$ cat config.mk
export PLATFORM = sky130hd
export DESIGN_NAME = dmem_arbiter
export DESIGN_NICKNAME = d
export VERILOG_FILES = /design/src/rtl/dmem_arbiter.sv
export SDC_FILE = /design/constraint.sdc
export NUM_CORES = 1
export LEC_CHECK = 0
export CAP_MARGIN = 20
export CORE_ASPECT_RATIO = 0.8
export CORE_UTILIZATION = 38
export DETAILED_ROUTE_END_ITERATION = 10
export PLACE_DENSITY = 0.88
export SETUP_SLACK_MARGIN = 0.02
export SYNTH_ARGS = -nofsm -noshare
export SYNTH_HDL_FRONTEND = slang
export SYNTH_SLANG_ARGS = --single-unit
export TNS_END_PERCENT = 10
$ cat constraint.sdc
create_clock -name clk_in -period 5.35 [get_ports clk_in]
set_clock_uncertainty 0.2 [all_clocks]
set_input_delay 1.07 -clock clk_in [delete_from_list [all_inputs] [get_ports clk_in]]
set_output_delay 1.07 -clock clk_in [all_outputs]
set_load 0.005 [all_outputs]
$ cat src/rtl/dmem_arbiter.sv
// dmem_arbiter: round-robin DMEM sharing between CPU (port 0) and DMA (port 1) with bounded port-1 bus lock
module dmem_arbiter #(
  parameter int ADDR_W   = 11,
  parameter int DATA_W   = 32,
  parameter int MAX_LOCK = 8
) (
  input  logic              clk_in,
  input  logic              reset,
  input  logic              m0_req,
  input  logic              m0_we,
  input  logic [ADDR_W-1:0] m0_addr,
  input  logic [DATA_W-1:0] m0_wdata,
  output logic              m0_gnt,
  output logic              m0_rvalid,
  output logic [DATA_W-1:0] m0_rdata,
  input  logic              m1_req,
  input  logic              m1_we,
  input  logic [ADDR_W-1:0] m1_addr,
  input  logic [DATA_W-1:0] m1_wdata,
  input  logic              m1_lock,
  output logic              m1_gnt,
  output logic              m1_rvalid,
  output logic [DATA_W-1:0] m1_rdata,
  output logic              dm_ena,
  output logic              dm_w,
  output logic              dm_r,
  output logic [ADDR_W-1:0] dm_addr,
  output logic [DATA_W-1:0] dm_wdata,
  input  logic [DATA_W-1:0] dm_rdata
);
  localparam int CW = $clog2(MAX_LOCK + 1);
  typedef enum logic {ARB, LOCK1} state_t;
  state_t            state_q;
  logic              prio_q;
  logic [CW-1:0]     lock_cnt_q;
  logic              rv0_q, rv1_q;
  logic [DATA_W-1:0] rd0_q, rd1_q;
  logic              g0, g1;
  // grants are masked by reset so no DMEM access escapes while reset is held low
  always_comb begin
    g0       = reset & m0_req & (state_q == ARB) & (~m1_req | ~prio_q);
    g1       = reset & m1_req & ((state_q == LOCK1) | ~m0_req | prio_q);
    dm_w     = (g0 & m0_we) | (g1 & m1_we);
    dm_r     = (g0 & ~m0_we) | (g1 & ~m1_we);
    dm_ena   = dm_w | dm_r;
    dm_addr  = g0 ? m0_addr : g1 ? m1_addr : '0;
    dm_wdata = g0 ? m0_wdata : g1 ? m1_wdata : '0;
  end
  assign m0_gnt    = g0;
  assign m1_gnt    = g1;
  assign m0_rvalid = rv0_q;
  assign m1_rvalid = rv1_q;
  assign m0_rdata  = rd0_q;
  assign m1_rdata  = rd1_q;
  always_ff @(posedge clk_in or negedge reset) begin
    if (!reset) begin
      state_q    <= ARB;
      prio_q     <= 1'b0;
      lock_cnt_q <= '0;
      rv0_q      <= 1'b0;
      rv1_q      <= 1'b0;
      rd0_q      <= '0;
      rd1_q      <= '0;
    end else begin
      rv0_q <= g0 & ~m0_we;
      rv1_q <= g1 & ~m1_we;
      if (g0 & ~m0_we) rd0_q <= dm_rdata;
      if (g1 & ~m1_we) rd1_q <= dm_rdata;
      if (state_q == ARB) begin
        if (g0 | g1) prio_q <= g0;
        if (g1 && m1_lock && MAX_LOCK > 1) begin
          state_q    <= LOCK1;
          lock_cnt_q <= CW'(1);
        end
      end else if (!m1_req || !m1_lock) begin
        state_q <= ARB;
        prio_q  <= 1'b0;
      end else if (lock_cnt_q == CW'(MAX_LOCK - 1)) begin
        state_q    <= ARB;
        prio_q     <= 1'b0;
        lock_cnt_q <= '0;
      end else begin
        lock_cnt_q <= lock_cnt_q + CW'(1);
      end
    end
  end
endmodule

**Word level (Yosys, flattened, before mapping)**

Index checks and enable logic that the tools add are counted.

- Logic and storage cells: 57
- Output and inout bits: 114
- Bits in registers: 72
- Input bits: 125

- Reductions and logical operators: 8
- Eq/ne operators: 3
- Bitwise gates (word level): 22
- Mux-type cells: 16
- Add/subtract/negate cells: 1

Operators with widths:

| cell | count |
|---|---|
| 2-to-1 mux 32 bit | 2 |
| 2-to-1 mux 11 bit | 2 |
| 2-to-1 mux 4 bit | 4 |
| AND 1 bit | 9 |
| 2-to-1 mux 1 bit | 8 |
| OR 1 bit | 7 |
| NOT 1 bit | 6 |
| adder 4 x 1 -> 4 bit, second input constant | 1 |
| equality test 4 x 3 -> 1 bit, second input constant | 1 |
| AND reduction 2 bit | 2 |
| nonzero test 2 bit | 2 |
| inequality test 3 x 1 -> 1 bit, second input constant | 1 |
| zero test 1 bit | 2 |
| inequality test 2 bit, second input constant | 1 |
| logical AND 1 bit | 1 |
| logical OR 1 bit | 1 |

**Logic depth before layout (Yosys ltp)**

- Word-level depth: 7
- Gate-level depth with buffers: 6

**Worst setup path before layout**

OpenSTA, ideal clock, no wires.

- Path type: input to output
- Start point: input m0_req
- End point: output dm_r
- Stages: 6
- Data arrival time: 1.993 ns
- Path slack: 2.087 ns
- Cells stage by stage: nor2b_2 > and3_4 > nor2b_4 > buf_6 > buf_6 > or2_1

- Word-level cells in the longest chain between the ends: 6

RTL lines:

| what | line | text |
|---|---|---|
| start, declared | 9 | `input logic m0_req,` |
| NOT 1 bit | 42 | `g1 = reset & m1_req & ((state_q == LOCK1) \| ~m0_req \| prio_q);` |
| OR 1 bit (2 in series) | 42 |  |
| AND 1 bit | 42 |  |
| AND 1 bit | 44 | `dm_r = (g0 & ~m0_we) \| (g1 & ~m1_we);` |
| OR 1 bit * | 44 |  |
| end, declared | 26 | `output logic dm_r,` |

Every way passes the cells marked *; elsewhere a longest branch is shown, timed or not.

**Worst setup path in the final report**

- Start point: input m1_req
- End point: output dm_wdata[7]

- Word-level cells in the longest chain between the ends: 4

RTL lines:

| what | line | text |
|---|---|---|
| start, declared | 16 | `input logic m1_req,` |
| AND 1 bit or NOT 1 bit (tied branches) | 42, 41 |  |
| AND 1 bit or OR 1 bit (tied branches) | 42, 41 |  |
| 2-to-1 mux 32 bit or AND 1 bit (tied branches) | 47, 41 |  |
| 2-to-1 mux 32 bit * | 47 | `dm_wdata = g0 ? m0_wdata : g1 ? m1_wdata : '0;` |
| end, declared | 28 | `output logic [DATA_W-1:0] dm_wdata,` |

Marked as above.

==> impl_metrics.ini <==
[synthesis]
synth_seq_cells = 72
synth.area.top_cells = dfrtp_1, mux2_4, a22o_1
yosys_most_used_dff = dfrtp_1
yosysMostFrequentCell = dfrtp_1
synth_fp_nets = 359
yosysWarnings = 0
synth_cell_types = 31
synth_cells = 233
synth_top_area_share_pct = 53.37
ys_top_cells_by_count = dfrtp_1, a22o_1, mux2_4, mux2_1, mux2_2
syn_avg_cell_area_sq_um = 14.49
synth-edff-count = 0
netlist_area_sq_um = 3376
synth_area_leader_cell = dfrtp_1
async_flop_share_pct = 100.0
ys_seq_area_share_pct = 53.37

[drt]
drt_wl_total_mm = 10.74
drtPass1Iterations = 4
post_drt_wl_per_cell_microns = 18.36
avgViaCountPerCell = 4.964
post-route-drc-count = 0
via_count = 2904
ant_nets = 0
dr.first_iter.drc_count = 117

[grt]
antenna_found_initial = 0
grt_max_degree = 69
grt_pass1_vias = 3024
track_usage_pct = 22.98
grt_pass1_wl_mm = 15.91
grt-ovfl-total = 0

[timing]
hold_slack_ns = 0.2927
finalMaxSlewViolations = 0
maxClockFrequency_mhz = 224.5
setup_viol_count_final = 0
rsz0062_at_grt = false
fin_crit_sh_pct = 83.25
slew-limit-headroom_pct = 44.82
worst_slew_pin_slew_ns = 0.8277
setup_tns_ns = 0
hold_viol_final = 0
fin_crit_ns = 4.454

[critical_path]
arrival_ns = 3.18
reg2regPathDepth = 5
cp-end-kind = output port
slowest_delay_ns = 0.53
crit_chain = clkdlybuf4s50_1 -> nand2_1 -> a21oi_4 -> buf_12 -> a22o_1 -> clkdlybuf4s50_1
cp-endpoint = dm_wdata[7]
ff2ff_setup_slack_ns = 2.64
start_kind = input pin
path_max_fanout = 27
worstPathRequired_ns = 4.08
critPathKind = in2out
r2r-end = m0_rdata[31]$_DFFE_PN0P_
path_common_cell = clkdlybuf4s50_1
worst_path_max_delay_cell = clkdlybuf4s50_1
r2r-start = state_q$_DFF_PN0_
crit_start = m1_req

[clocking]
cts_buffers = 9
ctsHoldBuffers = 0
cts_tree = done
h-tree-depth = 3
cts_resized = 0
clkLatencyLatePin_ns = 0.34
clockBufferDepth = 2
post_cts_buffers = 0
cts-root-buf = clkbuf_8
cts.clk_slew.worst_paths_ns = 0.07
numClockSinks = 72

[die]
initial_utilization_pct = 39.44
die_h_microns = 86.30
row_count = 30
core_area_sq_um = 8558
die_w_microns = 107.4
dieArea_sq_um = 9266
pin_count = 239

[place]
gp_congestion = 0.8234
hpwl_mm = 8.055
dpl-instance-area_sq_um = 5819
io_buffer_count = 238

[hold_path]
hold_class = reg2reg

[run_status]
outcome = completed

[finish]
fillers = 607
area_growth_pct = 79.21
drive_gt1_share_pct = 15.64
final_nets = 594
fin_area_sq_um = 6050
diodes = 0

[power_and_ir_drop]
power_w = 0.001951
leakagePower_nw = 2.510
p_per_area_nw_per_um2 = 322.5
vdd_drop_max_v = 0.0002434

[job]
maxCapViolCount = 0
critical path, delay by kind of cell:
kind            cells  cell delay, ns
buf+inv             3            1.30
simple gates        1            0.12
compound gates      2            0.68
stage by stage:
| step | worst slack [ns] | utilization, % | std cells |
|---|---|---|---|
| 6_report | 0.8960 | 70.69 | 585 |
| 5_1_grt | 0.8032 | 70.69 | 585 |
| 4_1_cts | 0.8913 | 70.69 | 585 |
| 3_5_place_dp | 0.8839 | 68.00 | 569 |
| 3_3_place_gp | 0.9193 | 68.00 | 569 |
| 2_1_floorplan | 2.087 | - | 233 |
metal layers:
metal  vias up  track usage [%]  share of wire [%]  wire length (microns)
met1      1416            28.21                 40                   4320
li1       1343                -                  -                      -
met4         0            5.853               0.63                     68
met2       137            39.06                 50                   5399
met5         -                0                  0                      0
met3         8            7.744                8.9                    953
worst min-delay path by stage:
stage | startpoint | to | slack (ns) | depth (start not counted)
after floorplan | m1_rdata[0]$_DFFE_PN0P_ | m1_rdata[0]$_DFFE_PN0P_ | 0.28 | 1
after global placement | m1_rdata[19]$_DFFE_PN0P_ | m1_rdata[19]$_DFFE_PN0P_ | 0.27 | 1
after detailed placement | m1_rdata[22]$_DFFE_PN0P_ | m1_rdata[22]$_DFFE_PN0P_ | 0.28 | 1
after CTS | m1_rdata[22]$_DFFE_PN0P_ | m1_rdata[22]$_DFFE_PN0P_ | 0.29 | 1
after global routing | m1_rdata[25]$_DFFE_PN0P_ | m1_rdata[25]$_DFFE_PN0P_ | 0.31 | 1
final | m1_rdata[22]$_DFFE_PN0P_ | m1_rdata[22]$_DFFE_PN0P_ | 0.29 | 1
sequential cells by signal, summed over array words and instances, names as in the netlist:
signal / count
m1_rvalid: 1
state_q: 1
prio_q: 1
lock_cnt_q: 4
m0_rvalid: 1
m1_rdata: 32
m0_rdata: 32
final cells by class:
type | count | area (sq um) | area share, %
Clock inverter | 6 | 92.59 | 1.531
Timing Repair Buffer | 242 | 2422 | 40.04
Clock buffer | 10 | 137.6 | 2.275
Multi-Input combinational cell | 140 | 1444 | 23.87
Tap cell | 112 | 140.1 | 2.316
Inverter | 3 | 11.26 | 0.1861
Sequential cell | 72 | 1802 | 29.78
kinds of logic after synthesis:
| family | share of synthesized area, % |
|---|---|
| mux | 24.80 |
| flops | 53.37 |
| fa+ha+maj | 0.3706 |
| simple gates | 3.485 |
| buf+inv | 4.300 |
| compound gates | 13.68 |
power breakdown:
group	internal [W]	switching, W	total, W
combinational	0.000505	0.000202	0.000708
sequential	0.000685	0.0000822	0.000767
clock	0.000276	0.000200	0.000476
total	0.00147	0.000484	0.00195
layout by cell type, fill, tap and decap left out, types with 3 or more instances in the layout:
cell	count
a21oi_1	3
a22o_1	45
buf_4	4
clkbuf_8	10
clkdlybuf4s50_1	237
dfrtp_1	72
inv_1	3
mux2_1	20
mux2_2	17
mux2_4	28
nand2_1	5
Power figures use the tool's default switching activity.
